--- config.mk ---
export PLATFORM = sky130hd
export DESIGN_NAME = bram_burst_ctrl
export DESIGN_NICKNAME = d
export VERILOG_FILES = /design/src/rtl/dnn_acc_pkg.sv /design/src/rtl/bram_rd_fifo.sv /design/src/rtl/bram_burst_ctrl.sv
export SDC_FILE = /design/constraint.sdc
export NUM_CORES = 1
export LEC_CHECK = 0
export BUFFER_PORTS_ARGS = -buffer_cell sky130_fd_sc_hd__buf_4
export CAP_MARGIN = 20
export CORE_AREA = 2 2 123 214
export CTS_BUF_LIST = sky130_fd_sc_hd__clkbuf_4
export DETAILED_ROUTE_END_ITERATION = 8
export DIE_AREA = 0 0 125 216
export SLEW_MARGIN = 40
export SYNTH_ARGS = -nofsm -noshare
export SYNTH_HDL_FRONTEND = slang
export SYNTH_SLANG_ARGS = --single-unit
export TNS_END_PERCENT = 30
--- constraint.sdc ---
create_clock -name clk -period 6.15 [get_ports clk]
set_clock_uncertainty 0.15 [all_clocks]
set_input_delay 1.23 -clock clk [delete_from_list [all_inputs] [get_ports clk]]
set_output_delay 1.23 -clock clk [all_outputs]
set_load 0.005 [all_outputs]
--- src/rtl/dnn_acc_pkg.sv ---
// rtl/dnn_acc_pkg.sv - shared FSM state type and beat-size helper for the BRAM burst controller
package dnn_acc_pkg;

  typedef enum logic [1:0] {
    ST_IDLE  = 2'd0,
    ST_WRITE = 2'd1,
    ST_READ  = 2'd2,
    ST_DRAIN = 2'd3
  } state_t;

  localparam int unsigned BITS_PER_BYTE = 8;

  // Bytes moved per beat; the address advances by this much on every beat.
  function automatic int unsigned bytes_per_beat(input int unsigned dat_width);
    return dat_width / BITS_PER_BYTE;
  endfunction

endpackage

--- src/rtl/bram_rd_fifo.sv ---
// rtl/bram_rd_fifo.sv - read-return buffer holding BRAM data plus last-beat tag
module bram_rd_fifo #(
  parameter int WIDTH = 33,
  parameter int DEPTH = 4
) (
  input  logic                     clk,
  input  logic                     rst,
  input  logic                     i_push,
  input  logic [WIDTH-1:0]         i_data,
  input  logic                     i_pop,
  output logic [WIDTH-1:0]         o_data,
  output logic                     o_empty,
  output logic [$clog2(DEPTH):0]   o_count
);

  localparam int PTR_W = $clog2(DEPTH);

  logic [WIDTH-1:0] r_mem [DEPTH];
  logic [PTR_W-1:0] r_wptr;
  logic [PTR_W-1:0] r_rptr;
  logic [PTR_W:0]   r_count;
  logic             w_push;
  logic             w_pop;

  // A push into a full buffer is accepted only when a pop frees a slot the same cycle.
  assign w_pop  = i_pop && (r_count != '0);
  assign w_push = i_push && ((r_count != (PTR_W+1)'(DEPTH)) || w_pop);

  // Pointers and occupancy; simultaneous push and pop leave occupancy unchanged.
  always_ff @(posedge clk) begin
    if (rst) begin
      r_wptr  <= '0;
      r_rptr  <= '0;
      r_count <= '0;
    end else begin
      if (w_push) r_wptr <= r_wptr + PTR_W'(1);
      if (w_pop)  r_rptr <= r_rptr + PTR_W'(1);
      case ({w_push, w_pop})
        2'b10:   r_count <= r_count + (PTR_W+1)'(1);
        2'b01:   r_count <= r_count - (PTR_W+1)'(1);
        default: r_count <= r_count;
      endcase
    end
  end

  // Storage needs no reset: entries are only visible through the occupancy count.
  always_ff @(posedge clk) begin
    if (w_push) r_mem[r_wptr] <= i_data;
  end

  assign o_data  = r_mem[r_rptr];
  assign o_empty = (r_count == '0);
  assign o_count = r_count;

endmodule

--- src/rtl/bram_burst_ctrl.sv ---
// rtl/bram_burst_ctrl.sv - burst read/write controller in front of a fixed-latency BRAM
module bram_burst_ctrl
  import dnn_acc_pkg::*;
#(
  parameter int DAT_WIDTH  = 32,
  parameter int ADDR_WIDTH = 32,
  parameter int LEN_WIDTH  = 8,
  parameter int RD_LATENCY = 1,
  parameter int FIFO_DEPTH = 4
) (
  input  logic                   clk,
  input  logic                   rst,
  input  logic                   cmd_valid,
  output logic                   cmd_ready,
  input  logic                   cmd_wr,
  input  logic [ADDR_WIDTH-1:0]  cmd_addr,
  input  logic [LEN_WIDTH-1:0]   cmd_len,
  input  logic [DAT_WIDTH-1:0]   wdat,
  input  logic [DAT_WIDTH/8-1:0] wben,
  input  logic                   wval,
  output logic                   wrdy,
  output logic [DAT_WIDTH-1:0]   rdat,
  output logic                   rval,
  input  logic                   rrdy,
  output logic                   rlast,
  output logic                   busy,
  output logic [ADDR_WIDTH-1:0]  mem_addr,
  output logic [DAT_WIDTH-1:0]   mem_idat,
  input  logic [DAT_WIDTH-1:0]   mem_odat,
  output logic                   mem_enb,
  output logic                   mem_rst,
  output logic [DAT_WIDTH/8-1:0] mem_wen
);

  localparam int unsigned BPB   = bytes_per_beat(DAT_WIDTH);
  localparam int          CNT_W = $clog2(FIFO_DEPTH) + 1;

  state_t                  r_state;
  state_t                  w_next_state;
  logic [ADDR_WIDTH-1:0]   r_addr;
  logic [LEN_WIDTH-1:0]    r_len;
  logic [LEN_WIDTH-1:0]    r_cnt;
  logic [RD_LATENCY-1:0]   r_pipe_vld;
  logic [RD_LATENCY-1:0]   r_pipe_last;

  logic                    w_cmd_fire;
  logic                    w_wr_beat;
  logic                    w_rd_issue;
  logic                    w_last_beat;
  logic                    w_push;
  logic                    w_pop;
  logic                    w_fifo_empty;
  logic                    w_credit;
  logic [CNT_W-1:0]        w_fifo_cnt;
  logic [CNT_W-1:0]        w_pipe_cnt;
  logic [CNT_W:0]          w_inflight;
  logic [DAT_WIDTH:0]      w_fifo_head;

  assign w_cmd_fire  = cmd_valid && cmd_ready;
  assign w_last_beat = (r_cnt == r_len);

  // State register.
  always_ff @(posedge clk) begin
    if (rst) r_state <= ST_IDLE;
    else     r_state <= w_next_state;
  end

  // Next-state logic: a burst ends on its (len+1)-th beat; reads then drain the return path.
  always_comb begin
    w_next_state = r_state;
    case (r_state)
      ST_IDLE:  if (w_cmd_fire) w_next_state = cmd_wr ? ST_WRITE : ST_READ;
      ST_WRITE: if (w_wr_beat && w_last_beat) w_next_state = ST_IDLE;
      ST_READ:  if (w_rd_issue && w_last_beat) w_next_state = ST_DRAIN;
      ST_DRAIN: if ((w_pipe_cnt == '0) && w_fifo_empty) w_next_state = ST_IDLE;
      default:  w_next_state = ST_IDLE;
    endcase
  end

  // FSM outputs; everything is held off during the reset cycle so nothing reaches the BRAM.
  always_comb begin
    cmd_ready  = 1'b0;
    wrdy       = 1'b0;
    busy       = 1'b0;
    w_wr_beat  = 1'b0;
    w_rd_issue = 1'b0;
    case (r_state)
      ST_IDLE:  cmd_ready = !rst;
      ST_WRITE: begin
        busy      = 1'b1;
        wrdy      = !rst;
        w_wr_beat = wval && !rst;
      end
      ST_READ: begin
        busy       = 1'b1;
        w_rd_issue = w_credit && !rst;
      end
      ST_DRAIN: busy = 1'b1;
      default:  busy = 1'b1;
    endcase
  end

  // Burst address and beat counter: loaded on the command, advanced once per beat.
  always_ff @(posedge clk) begin
    if (rst) begin
      r_addr <= '0;
      r_len  <= '0;
      r_cnt  <= '0;
    end else if (w_cmd_fire) begin
      r_addr <= cmd_addr;
      r_len  <= cmd_len;
      r_cnt  <= '0;
    end else if (w_wr_beat || w_rd_issue) begin
      r_addr <= r_addr + ADDR_WIDTH'(BPB);
      r_cnt  <= r_cnt + LEN_WIDTH'(1);
    end
  end

  // Shadow of the BRAM read pipeline: marks which cycles carry valid read data and the last beat.
  always_ff @(posedge clk) begin
    if (rst) begin
      r_pipe_vld  <= '0;
      r_pipe_last <= '0;
    end else begin
      r_pipe_vld[0]  <= w_rd_issue;
      r_pipe_last[0] <= w_rd_issue && w_last_beat;
      for (int i = 1; i < RD_LATENCY; i++) begin
        r_pipe_vld[i]  <= r_pipe_vld[i-1];
        r_pipe_last[i] <= r_pipe_last[i-1];
      end
    end
  end

  // Reads in flight in the BRAM pipe.
  always_comb begin
    w_pipe_cnt = '0;
    for (int i = 0; i < RD_LATENCY; i++) begin
      w_pipe_cnt = w_pipe_cnt + CNT_W'(r_pipe_vld[i]);
    end
  end

  // A new read may issue only if every read already in flight still has a buffer slot;
  // a pop this cycle frees one, which keeps back-to-back reads flowing at minimum depth.
  assign w_inflight = {1'b0, w_pipe_cnt} + {1'b0, w_fifo_cnt} - {{CNT_W{1'b0}}, w_pop};
  assign w_credit   = (w_inflight < (CNT_W+1)'(FIFO_DEPTH));

  assign w_push = r_pipe_vld[RD_LATENCY-1];
  assign w_pop  = rval && rrdy;

  bram_rd_fifo #(
    .WIDTH (DAT_WIDTH + 1),
    .DEPTH (FIFO_DEPTH)
  ) u_rd_fifo (
    .clk     (clk),
    .rst     (rst),
    .i_push  (w_push),
    .i_data  ({r_pipe_last[RD_LATENCY-1], mem_odat}),
    .i_pop   (w_pop),
    .o_data  (w_fifo_head),
    .o_empty (w_fifo_empty),
    .o_count (w_fifo_cnt)
  );

  assign rval  = !w_fifo_empty;
  assign rdat  = rval ? w_fifo_head[DAT_WIDTH-1:0] : '0;
  assign rlast = rval && w_fifo_head[DAT_WIDTH];

  assign mem_addr = r_addr;
  assign mem_idat = wdat;
  assign mem_wen  = w_wr_beat ? wben : '0;
  assign mem_enb  = 1'b1;
  assign mem_rst  = rst;

endmodule

==> impl_metrics.toml <==
[routing]
drt-initial-drc-count = 383
vias = 5813
via_per_inst = 5.256
drt_wl_total_um = 19680
drc = 0
drt-wirelength-per-cell_um = 17.80
drt.antenna.violating_nets = 0
firstDrtPassIters = 5

[setup_path]
worst-path-buf-inv = 3
critical_path_arrival_ps = 4200
crit_type = "register to register"
crit_chain = "or3_1 -> buf_4 -> and2_1 -> ha_1 -> inv_1 -> ha_1 -> nor4bb_1 -> nor4_1 -> o31a_1 -> buf_4 -> or4_1 -> a311oi_1"
end_kind = "register"
cp-startpoint = "u_rd_fifo.o_count[2]$_SDFFE_PP0P_"
cp_data_required_time_ps = 6480
crit_fanout = 51
cp-start-kind = "register"
r2r_start = "u_rd_fifo.o_count[2]$_SDFFE_PP0P_"
slowest_stage = "or4_1"
path_delay_family = "simple AND/OR/NAND/NOR gates"
cpPeakStageDelay_ps = 550

[sta]
fmax_ghz = 0.2585
worstMarginPinSlew_ps = 716.5
timing_hold_violations_final = 0
timing.final.crit_share_pct = 62.90
finalCriticalPeriod_ps = 3868
drv_slew = 0
setup_viol_count_final = 0
fin_setup_tns_ps = 0
max_slew_margin_pct = 52.23
rsz0062_at_grt = "false"

[status]
outcome = "completed"

[die]
coreArea_um2 = 25240
die_w_um = 125
num_rows = 77
pin_count = 221
die_area_um2 = 27000
die_h_um = 216
initial_utilization_pct = 34.41

[placement]
place.port_buffers = 155
gp_congestion = 0.7969
dp_hpwl_um = 13210

[synthesis]
synth_area_leaders = "edfxtp_1, dfxtp_1, mux4_2, and2_1, buf_4"
yosysTopAreaCell = "edfxtp_1"
synth-edff-count = 132
synth_top_area_share_pct = 45.64
synth.avg_cell_area_um2 = 13.00
synth.most_common_cell = "edfxtp_1"
synthTopCellsByCount = "edfxtp_1, dfxtp_1, nor2_1, and2_1, nand2_1"
synth-seq-cells = 193
seq_area_frac_synth_pct = 59.70
synthArstFlopShare_pct = 0
ys_warn_count = 0
synth_ff_type = "edfxtp_1"
synth_nets = 794
synth_cell_types = 58
netlist_area_um2 = 8685
synth_cells = 668

[clock_tree]
clkLatencyLatePin_ps = 580
cts_tree = "yes"
clockRootBuffer = "clkbuf_4"
ctsHoldBuffers = 0
clk_pin_slew_ps = 150
cts_setup_buffers = 0
htreeDepth = 4
cts_max_path_buffers = 2
cts.sinks = 193
postCtsResizedCells = 0
numCtsBuffers = 17

[final_layout]
syn_to_final_growth_pct = 17.55
drive_above_1_share_pct = 30.84
fill_cells = 2420
seq_area_um2 = 5192
nNetsFinal = 901
multiInputGateArea_um2 = 3079
finish.utilization_pct = 40.44

[hold_path]
hp-start = "mem_addr[1]$_SDFFE_PP0P_"
hold_class = "register to register"

[global_routing]
grt_pass1_vias = 5883
use_met1_pct = 15.88
overflow = 0
use_met3_pct = 3.793
grt_max_degree = 62
grt_antenna_before_repair = 2
met2_usage_pct = 27.43
track_usage_pct = 14.71
busiest_layer = "met2"
grt_pass1_wl_um = 31340

[flow_run]
cap_violations = 0

[power_and_ir_drop]
p_leak_uw = 0.003604
power_density_nw_per_um2 = 263.7
irDropWorstVdd_v = 0.00009987
## layer usage
metal / wire length, um / vias to the layer above
li1: - / 2737
met1: 7406 / 2872
met2: 10920 / 176
met3: 1027 / 26
met4: 314 / 2
met5: 16 / -
## layout make-up
type                            instances  area share (%)
Clock buffer                           20           1.471
Antenna cell                            2         0.04903
Multi-Input combinational cell        390           30.16
Sequential cell                       193           50.86
Timing Repair Buffer                  161           11.84
Clock inverter                         12           1.299
Tap cell                              316           3.873
Inverter                               12          0.4412
## worst reg2reg max path, delay by kind of cell (launching register included)
family,cells,cell delay (ps)
and+or+nand+nor,5,1560
buffers and inverters,3,620
AOI/OAI and AO/OA,2,540
adders and majority gates,2,460
DFF,1,450
## layout by cell type, fill, tap and decap left out, types with 16 or more instances in the layout
cell,netlist,routed
a311oi_1,19,19
and2_1,44,40
buf_4,34,161
clkbuf_4,0,20
dfxtp_1,61,59
edfxtp_1,132,132
mux4_2,33,33
nand2_1,41,41
nand4_1,16,16
nor2_1,48,48
## state kept, by name (all words and copies together), names as in the netlist, named ones only
name               count
u_rd_fifo.r_mem      132
r_pipe_vld             1
r_pipe_last            1
u_rd_fifo.o_count      3
r_len                  8
u_rd_fifo.r_wptr       2
u_rd_fifo.r_rptr       2
mem_addr              32
r_cnt                  8
r_state                2
## worst paths after layout
check,cells after the start,slack (ps),to
max,12,2280,mem_addr[12]$_SDFFE_PP0P_
min,2,340,mem_addr[1]$_SDFFE_PP0P_
max reg2reg,12,2280,mem_addr[12]$_SDFFE_PP0P_
min reg2reg,2,340,mem_addr[1]$_SDFFE_PP0P_
## metrics by stage
stage	cell area (um^2)	instances	hold WS [ps]	setup WS, ps	total power (uW)
final	10210	1106	339.8	2282	2692
after global routing	10210	1106	375.0	1928	2837
after CTS	10190	1104	340.0	1861	2739
after detailed placement	9910	1072	316.6	1975	2047
after global placement	9902	1072	310.4	2076	2040
after floorplan	8685	668	288.3	2398	1812
## where the power goes
part	switching, uW	leakage, uW	internal [uW]
clock network	428	0.000152	258
registers	70.7	0.00169	1440
logic	225	0.00176	274
total	723	0.00360	1970
## logic make-up (layout without fill, tap and decap cells)
logic type / count (synthesis) / in the layout / share of synthesized area, %
compound gates: 78 / 78 / 6.685
xor+xnor: 15 / 15 / 1.513
fa+ha+maj: 12 / 12 / 1.815
buf+inv: 85 / 205 / 5.186
flops: 193 / 193 / 59.70
mux: 35 / 35 / 8.788
other cells: 1 / 3 / 0.04318
simple gates: 249 / 249 / 16.27
(Power assumes the default switching activity.)
